### src/rtl/i3c_pkg.sv
// ============================================================================
// | Module   : i3c_pkg                                                       |
// | Purpose  : Shared default sizing constants for the I3C target TTI        |
// |            queues.                                                       |
// | Contents : TtiRxDescDepth - default RX descriptor queue depth            |
// |            TtiRxDataDepth - default RX data queue depth                  |
// |            TtiThldWidth   - width of the ready-threshold CSR field       |
// | Revision : 1.0 - initial release                                         |
// ============================================================================
`default_nettype none

package i3c_pkg;

  localparam int TtiRxDescDepth = 64;
  localparam int TtiRxDataDepth = 64;
  localparam int TtiThldWidth   = 8;

endpackage

`default_nettype wire

### src/rtl/tti_queue_mem.sv
// ============================================================================
// | Module   : tti_queue_mem                                                 |
// | Purpose  : Flop-array storage with wrapping write/read pointers.         |
// | Ports    : clk_i   - clock                                               |
// |            rst_ni  - asynchronous active-low reset                       |
// |            flush   - synchronous pointer clear (queue register reset)    |
// |            push    - store wdata at the write pointer                    |
// |            pop     - advance the read pointer                            |
// |            wdata   - entry to store                                      |
// |            head    - entry at the read pointer                           |
// | Revision : 1.0 - initial release                                         |
// ============================================================================
`default_nettype none

module tti_queue_mem #(
  parameter int Depth     = 64,
  parameter int DataWidth = 32
) (
  input  logic                 clk_i,
  input  logic                 rst_ni,
  input  logic                 flush,
  input  logic                 push,
  input  logic                 pop,
  input  logic [DataWidth-1:0] wdata,
  output logic [DataWidth-1:0] head
);

  localparam int PtrWidth = $clog2(Depth);

  logic [PtrWidth-1:0]  wptr;
  logic [PtrWidth-1:0]  rptr;
  logic [DataWidth-1:0] mem [Depth];

  // Depth is a power of two, so the pointers wrap by natural overflow.
  always_ff @(posedge clk_i or negedge rst_ni) begin
    if (!rst_ni) begin
      wptr <= '0;
      rptr <= '0;
    end else if (flush) begin
      wptr <= '0;
      rptr <= '0;
    end else begin
      if (push) wptr <= wptr + PtrWidth'(1);
      if (pop)  rptr <= rptr + PtrWidth'(1);
    end
  end

  // Storage needs no reset: an entry is only ever read after it was written.
  always_ff @(posedge clk_i) begin
    if (push) mem[wptr] <= wdata;
  end

  assign head = mem[rptr];

endmodule

`default_nettype wire

### src/rtl/tti_rx_queue.sv
// ============================================================================
// | Module   : tti_rx_queue                                                  |
// | Purpose  : Target-side RX FIFO between the I3C bus FSM (producer) and    |
// |            the TTI CSR front-end (consumer). Provides a never-stalling   |
// |            CSR read port, threshold clamp/trigger, flags, a write        |
// |            monitor and a self-clearing queue-reset handshake.            |
// | Ports    : clk_i/rst_ni          - clock, async active-low reset         |
// |            wvalid_i/wready_o     - producer handshake, wdata_i entry     |
// |            write_o               - entry accepted this cycle             |
// |            rreq_i                - single-cycle CSR read strobe          |
// |            rack_o/rdata_o        - read ack and data (next cycle)        |
// |            underflow_o           - read hit an empty queue               |
// |            ready_thld_i/_o       - programmed / clamped threshold        |
// |            ready_thld_trig_o     - occupancy >= clamped threshold        |
// |            reg_rst_i             - CSR queue-reset bit                   |
// |            reg_rst_we_o/_data_o  - clears the CSR queue-reset bit        |
// |            empty_o/full_o        - registered occupancy flags            |
// | Revision : 1.0 - initial release                                         |
// ============================================================================
`default_nettype none

module tti_rx_queue
  import i3c_pkg::*;
#(
  parameter int Depth     = TtiRxDataDepth,
  parameter int DataWidth = 32,
  parameter int ThldWidth = TtiThldWidth
) (
  input  logic                 clk_i,
  input  logic                 rst_ni,
  input  logic                 wvalid_i,
  output logic                 wready_o,
  input  logic [DataWidth-1:0] wdata_i,
  output logic                 write_o,
  input  logic                 rreq_i,
  output logic                 rack_o,
  output logic [DataWidth-1:0] rdata_o,
  output logic                 underflow_o,
  input  logic [ThldWidth-1:0] ready_thld_i,
  output logic [ThldWidth-1:0] ready_thld_o,
  output logic                 ready_thld_trig_o,
  input  logic                 reg_rst_i,
  output logic                 reg_rst_we_o,
  output logic                 reg_rst_data_o,
  output logic                 empty_o,
  output logic                 full_o
);

  localparam int CntWidth = $clog2(Depth + 1);

  logic [CntWidth-1:0]  count;
  logic [CntWidth-1:0]  count_next;
  logic                 push;
  logic                 pop;
  logic [DataWidth-1:0] head;

  // Writes are refused for the whole time the CSR reset bit is set.
  assign wready_o = !full_o && !reg_rst_i;
  assign push     = wvalid_i && wready_o;
  assign write_o  = push;

  // A read during a flush cycle is treated as a read of an empty queue.
  assign pop = rreq_i && (count != '0) && !reg_rst_i;

  assign ready_thld_o = (32'(ready_thld_i) >= 32'(Depth)) ? ThldWidth'(Depth - 1)
                                                          : ready_thld_i;

  assign reg_rst_data_o = 1'b0;

  always_comb begin
    count_next = count;
    if (reg_rst_i) begin
      count_next = '0;
    end else begin
      case ({push, pop})
        2'b10:   count_next = count + CntWidth'(1);
        2'b01:   count_next = count - CntWidth'(1);
        default: count_next = count;
      endcase
    end
  end

  // Flags are computed from count_next so they track the count register.
  always_ff @(posedge clk_i or negedge rst_ni) begin
    if (!rst_ni) begin
      count             <= '0;
      empty_o           <= 1'b1;
      full_o            <= 1'b0;
      ready_thld_trig_o <= 1'b0;
      rack_o            <= 1'b0;
      rdata_o           <= '0;
      underflow_o       <= 1'b0;
      reg_rst_we_o      <= 1'b0;
    end else begin
      count             <= count_next;
      empty_o           <= (count_next == '0);
      full_o            <= (count_next == CntWidth'(Depth));
      ready_thld_trig_o <= (ready_thld_o != '0) &&
                           (32'(count_next) >= 32'(ready_thld_o));
      rack_o            <= rreq_i;
      rdata_o           <= pop ? head : '0;
      underflow_o       <= rreq_i && !pop;
      // One pulse per reset request; the CSR bit clears on that pulse, so a
      // bit still seen high in the following cycle must not re-trigger it.
      reg_rst_we_o      <= reg_rst_i && !reg_rst_we_o;
    end
  end

  tti_queue_mem #(
    .Depth     (Depth),
    .DataWidth (DataWidth)
  ) u_mem (
    .clk_i  (clk_i),
    .rst_ni (rst_ni),
    .flush  (reg_rst_i),
    .push   (push),
    .pop    (pop),
    .wdata  (wdata_i),
    .head   (head)
  );

endmodule

`default_nettype wire
### config.mk
export PLATFORM = sky130hd
export DESIGN_NAME = tti_rx_queue
export DESIGN_NICKNAME = d
export VERILOG_FILES = /design/src/rtl/i3c_pkg.sv /design/src/rtl/tti_queue_mem.sv /design/src/rtl/tti_rx_queue.sv
export SDC_FILE = /design/constraint.sdc
export NUM_CORES = 2
export LEC_CHECK = 0
export CAP_MARGIN = 20
export CORE_ASPECT_RATIO = 0.75
export CORE_MARGIN = 5
export CORE_UTILIZATION = 50
export CTS_CLUSTER_SIZE = 14
export DETAILED_ROUTE_END_ITERATION = 12
export PLACE_DENSITY = 0.75
export SLEW_MARGIN = 5
export SYNTH_ARGS = -nofsm -noshare
export SYNTH_HDL_FRONTEND = slang
export SYNTH_SLANG_ARGS = --single-unit
export TNS_END_PERCENT = 5
### constraint.sdc
create_clock -name clk_i -period 4 [get_ports clk_i]
set_input_delay 0.8 -clock clk_i [delete_from_list [all_inputs] [get_ports clk_i]]
set_output_delay 0.8 -clock clk_i [all_outputs]
set_load 0.05 [all_outputs]
* Yosys cells after proc, flatten, opt, wreduce, memory -nomap -nowiden
Memory sizes are Yosys's and may differ from the RTL's.
Index checks and enable logic that the tools add are counted.
** Word-level totals
- Register bits after elaboration :: 57
- Bits in writable memories :: 2048
- Bits of input ports :: 45
- Output and inout bits :: 49
- Word-level logic and storage cells :: 46
- Memories kept :: 1
** Memory list
- u_mem.mem :: depth 64, width 32, read ports 1, clocked after memory_dff 0, write ports 1, RTL line tti_queue_mem.sv:32 : logic [DataWidth-1:0] mem [Depth];
** Cells by class
- Add/sub/neg operators :: 4
- $lt $le $gt $ge :: 2
- Eq/ne operators :: 3
- Muxes and demuxes :: 10
- Reductions and logical operators :: 16
** Operator list (count)
- two-way mux 32 bit :: 1
- two-way mux 6 bit :: 4
- one-hot mux 7 bit (2 select lines) :: 1
- adder 6 x 1 -> 6 bit, second input constant :: 2
- >= comparator 7 x 8 -> 1 bit :: 1
- >= comparator 8 x 7 -> 1 bit, second input constant :: 1
- two-way mux 8 bit :: 1
- nonzero test 8 bit :: 1
- adder 7 x 1 -> 7 bit, second input constant :: 1
- == test 7 bit, second input constant :: 1
- logical AND 1 bit :: 7
- logical NOT 7 bit :: 1
- two-way mux 7 bit :: 1
- nonzero test 7 bit :: 1
- subtractor 7 x 1 -> 7 bit, second input constant :: 1
- logical NOT 1 bit :: 4
- nonzero test 2 bit :: 2
- == test 2 x 1 -> 1 bit, second input constant :: 1
- == test 2 bit, second input constant :: 1
- two-way mux 1 bit :: 2

* Longest topological paths before layout
- Depth after elaboration :: 8
- Depth in mapped cells :: 18
- Depth with buffers taken out :: 16

* Hierarchy
From an unflattened synthesis, not the netlist that was laid out.
** Unflattened totals
- Cells, all modules :: 3667
- Area, all modules :: 81049.0 µm²
** By module, submodules not included
- tti_queue_mem :: instances 1, cells each 3467, area each 78943.2 µm², seq. area each 61799.3 µm²
- tti_rx_queue :: instances 1, cells each 200, area each 2105.8 µm², seq. area each 1127.3 µm²

* Worst setup path after synthesis
OpenSTA, ideal clock, no wires.
- Path type :: in2reg
- From :: input wvalid_i
- To :: memory u_mem.mem[40][0] (enable)
- Setup time :: 0.461 ns
- Data arrival time :: 3.830 ns
- Required time :: 3.539 ns
- Slack :: -0.291 ns
- Stages :: 6
- Path buffers :: 1
- Cell sequence :: nor2b_1 clkbuf_1 nand2_1 nor2_1 nand2_1 nor3_1
** Between the ends
- Longest elaborated chain between the ends :: 3
** RTL lines
- start, declared :: RTL line tti_rx_queue.sv:31 : input logic wvalid_i,
- logical AND 1 bit :: RTL line tti_rx_queue.sv:59 : assign push = wvalid_i && wready_o;
- two-way mux 1 bit :: RTL line tti_queue_mem.sv:50 : if (push) mem[wptr] <= wdata;
- two-way mux 1 bit (implied by the code) :: RTL line tti_queue_mem.sv:50
- end, declared :: RTL line tti_queue_mem.sv:32
No other way between the ends.

* Final worst setup path
- From :: register count[2]
- To :: register ready_thld_trig_o
** Between the ends
- Longest elaborated chain between the ends :: 8
- Elaborated cells on any way between the ends :: 11
- Classes of those cells :: 2 x add/sub; 1 x order compare; 2 x eq/ne; 2 x mux; 4 x reduce/logical
** RTL lines
- start, declared :: RTL line tti_rx_queue.sv:51 : logic [CntWidth-1:0] count;
- start signal, assigned :: RTL line tti_rx_queue.sv:95 : count <= count_next;
- branches (longest 4 deep; another with subtractor 7 x 1 -> 7 bit)
- one-hot mux 7 bit (2 select lines) * :: RTL line tti_rx_queue.sv:75 : case ({push, pop})
- two-way mux 7 bit * :: RTL line tti_rx_queue.sv:72 : if (reg_rst_i) begin
- via count_next[6] :: RTL line tti_rx_queue.sv:52 : logic [CntWidth-1:0] count_next;
- >= comparator 7 x 8 -> 1 bit * :: RTL line tti_rx_queue.sv:99 : (32'(count_next) >= 32'(ready_thld_o));
- logical AND 1 bit * :: RTL line tti_rx_queue.sv:98 : ready_thld_trig_o <= (ready_thld_o != '0) &&
- end signal, assigned :: RTL line tti_rx_queue.sv:98
- end, declared :: RTL line tti_rx_queue.sv:41 : output logic ready_thld_trig_o,
Mark *: on every way through the listed nets, which the timed path passes.
A chain may end at the register's enable or synchronous reset.

==> flow_metrics.tcl <==
set metrics [dict create \
    place_ws_ns -0.04917 \
    syn_area_um2 80530 \
    finalSetupViolations 0 \
    fmax_mhz 270.2 \
    ys_seq_elements 2105 \
    dp.cells 5612 \
    antenna_found_initial 11 \
    slew_headroom_pct 26.87 \
    grt_max_degree 65 \
    skew_ns 0.03589 \
    drt_iter0_drc 5857 \
    wl_um 195300 \
    synthTopCellsByArea "edfxtp_1, mux4_2, dfrtp_1, mux2i_1, nor2_1" \
    num-fill-cells 10930 \
    min-delay-path-class "input pin to async pin" \
    synth_ff_type "edfxtp_1" \
    path_cells "nor3_1, a211o_1, inv_1, ha_1, xor2_1, ha_1, a41o_1, a22o_1, a222oi_1, nor2_1, xnor2_1, nor2_1, ha_1, o32a_1, o31a_1" \
    worst-path-buf-inv 1 \
    synth_warnings 0 \
    ys_async_sr_fraction_pct 2.708 \
    cts_setup_buffers 0 \
    num_rows 127 \
    synth.top_cells.by_count "edfxtp_1, mux4_2, nor2_1" \
    grt_pass1_wl_um 280300 \
    syn_area_per_cell_um2 23.85 \
    drc 0 \
    end_kind "flop" \
    finalNonFillerCells 5956 \
    cpMostUsedCell "ha_1" \
    cts_resized 0 \
    crit_family "compound AO/OA/AOI/OAI gates" \
    insertion_delay_ns 0.82 \
    vias 38770 \
    start_kind "flop" \
    h-tree-depth 4 \
    outcome "finished clean" \
    tritoncts "yes" \
    drive_gt1_share_pct 30.57 \
    core_region_area_um2 160000 \
    final_core_util_pct 57.27 \
    synth_edf_count 2048 \
    drtAntennaViolNets 0 \
    critical_path.max_fanout 11 \
    area_delta_synth_final_pct 13.80 \
    cts.clk_slew.worst_paths_ns 0.07 \
    setup_slack_ns 0.2984 \
    yosysTopAreaCell "edfxtp_1" \
    wire_per_inst_um 32.79 \
    drv_cap 0 \
    hold_viol 0 \
    gp_congestion 0.8340 \
    tightest_slew_ns 1.097 \
    firstDrtPassIters 6 \
    gr-usage-all-layers_pct 23.12 \
    period_share_pct 92.54 \
    cp.arrival_ns 4.38 \
    synth_cell_types 61 \
    grt_pass1_vias 38550 \
    synth_top_area_share_pct 76.37 \
    netlist_instances 3376 \
    die-area_um2 169300 \
    vdd_drop_max_mv 0.5006 \
    clock_sinks 2105 \
    p_per_area_nw_per_um2 495.1 \
    leakage_nw 27.91 \
    crit_required_ns 4.67 \
    viasPerCell 6.510 \
    fin_crit_ns 3.702 \
    yosysMostFrequentCell "edfxtp_1" \
    hold_buffers 0 \
    io_pins 94 \
    grt-ovfl-total 0 \
    ys_seq_area_share_pct 78.14 \
    initial_core_util_pct 50.33 \
    rsz0062_at_grt "false" \
    die_x_um 473.4 \
    cp_slowest_cell "dfrtp_1" \
    cp_slowest_stage_delay_ns 0.50 \
    maxSlewViolCount 0 \
    dp_hpwl_um 109800 \
    worstSetupPathType "flop to flop" \
    cts_root_buffer "clkbuf_16" \
    clock_path_buffers 3 \
    layout.nets 3746 \
    dieHeight_um 357.6 \
    cts_buffers 180 \
    whs_ns 0.02811 \
    io_buffers 90 \
]
[area by class of cell]
cell class	instances	area, um2	share of cell area [%]
multi-input cells	1073	17090	18.64
well taps	2128	2663	2.905
clock inverters	56	360.3	0.3932
flip-flops and latches	2105	62940	68.68
repair buffers	314	3481	3.798
clock buffers	261	5046	5.506
inverters	15	58.81	0.06417
diodes	4	10.01	0.01092
[flip-flops by register name (all words and copies together), names as in the netlist]
name,cells
reg_rst_we_o,1
empty_o,1
rack_o,1
underflow_o,1
rdata_o,32
full_o,1
u_mem.rptr,6
count,7
ready_thld_trig_o,1
u_mem.wptr,6
u_mem.mem,2048
[per-stage QoR]
stage               power (mW)  area, um2  setup TNS [ns]
floorplan                28.00      80540          -7.901
global placement         29.28      85770               0
detailed placement       29.34      85770        -0.04917
CTS                      45.60      91180               0
global route             46.89      91640               0
finish                   45.37      91650               0
[layout by cell type (no fill, tap or decap), types with 45 or more instances in the layout]
cell type,netlist,routed
edfxtp_1,2048,2048
mux4_2,604,604
clkbuf_16,0,186
buf_4,32,141
buf_12,0,85
clkbuf_1,72,64
nor2_4,0,61
clkdlybuf4s50_1,0,56
mux2i_1,55,55
dfrtp_1,56,51
nor2_1,107,45
[report_power, final]
group / internal (mW) / switching [mW] / leakage, nW
logic: 2.26 / 2.25 / 6.10
registers: 24.3 / 0.125 / 19.2
clock network: 8.86 / 7.61 / 2.63
[path summary, 6_finish.rpt]
kind / from / endpoint / slack [ns] / cells after the start
min in group clk_i: wdata_i[18] / u_mem.mem[51][18]$_DFFE_PP_ / 0.34 / 1
min reg2reg: reg_rst_we_o$_DFF_PN0_ / reg_rst_we_o$_DFF_PN0_ / 0.43 / 1
min: rst_ni / rack_o$_DFF_PN0_ / 0.03 / 1
max: count[2]$_DFF_PN0_ / ready_thld_trig_o$_DFF_PN0_ / 0.30 / 15
max in group asynchronous: rst_ni / rdata_o[24]$_DFF_PN0_ / 3.12 / 2
max reg2reg: count[2]$_DFF_PN0_ / ready_thld_trig_o$_DFF_PN0_ / 0.30 / 15
[logic make-up after synthesis]
logic type | after synthesis | share of synthesized area (%)
AOI/OAI and AO/OA | 149 | 1.260
muxes | 667 | 17.69
xor gates and xnor gates | 16 | 0.1740
and+or+nand+nor | 225 | 1.290
buffers and inverters | 200 | 1.255
adders and majority gates | 12 | 0.1864
other | 2 | 0.009325
DFF | 2105 | 78.14
[routing by layer]
| metal | GRT usage (%) | vias to the layer above | wire length (um) |
|---|---|---|---|
| met1 | 34.90 | 20540 | 76980 |
| met5 | 0 | - | 50 |
| li1 | - | 15090 | - |
| met4 | 6.359 | 6 | 5050 |
| met2 | 34.16 | 2801 | 88830 |
| met3 | 5.840 | 335 | 24390 |
Power figures use the tool's default switching activity.
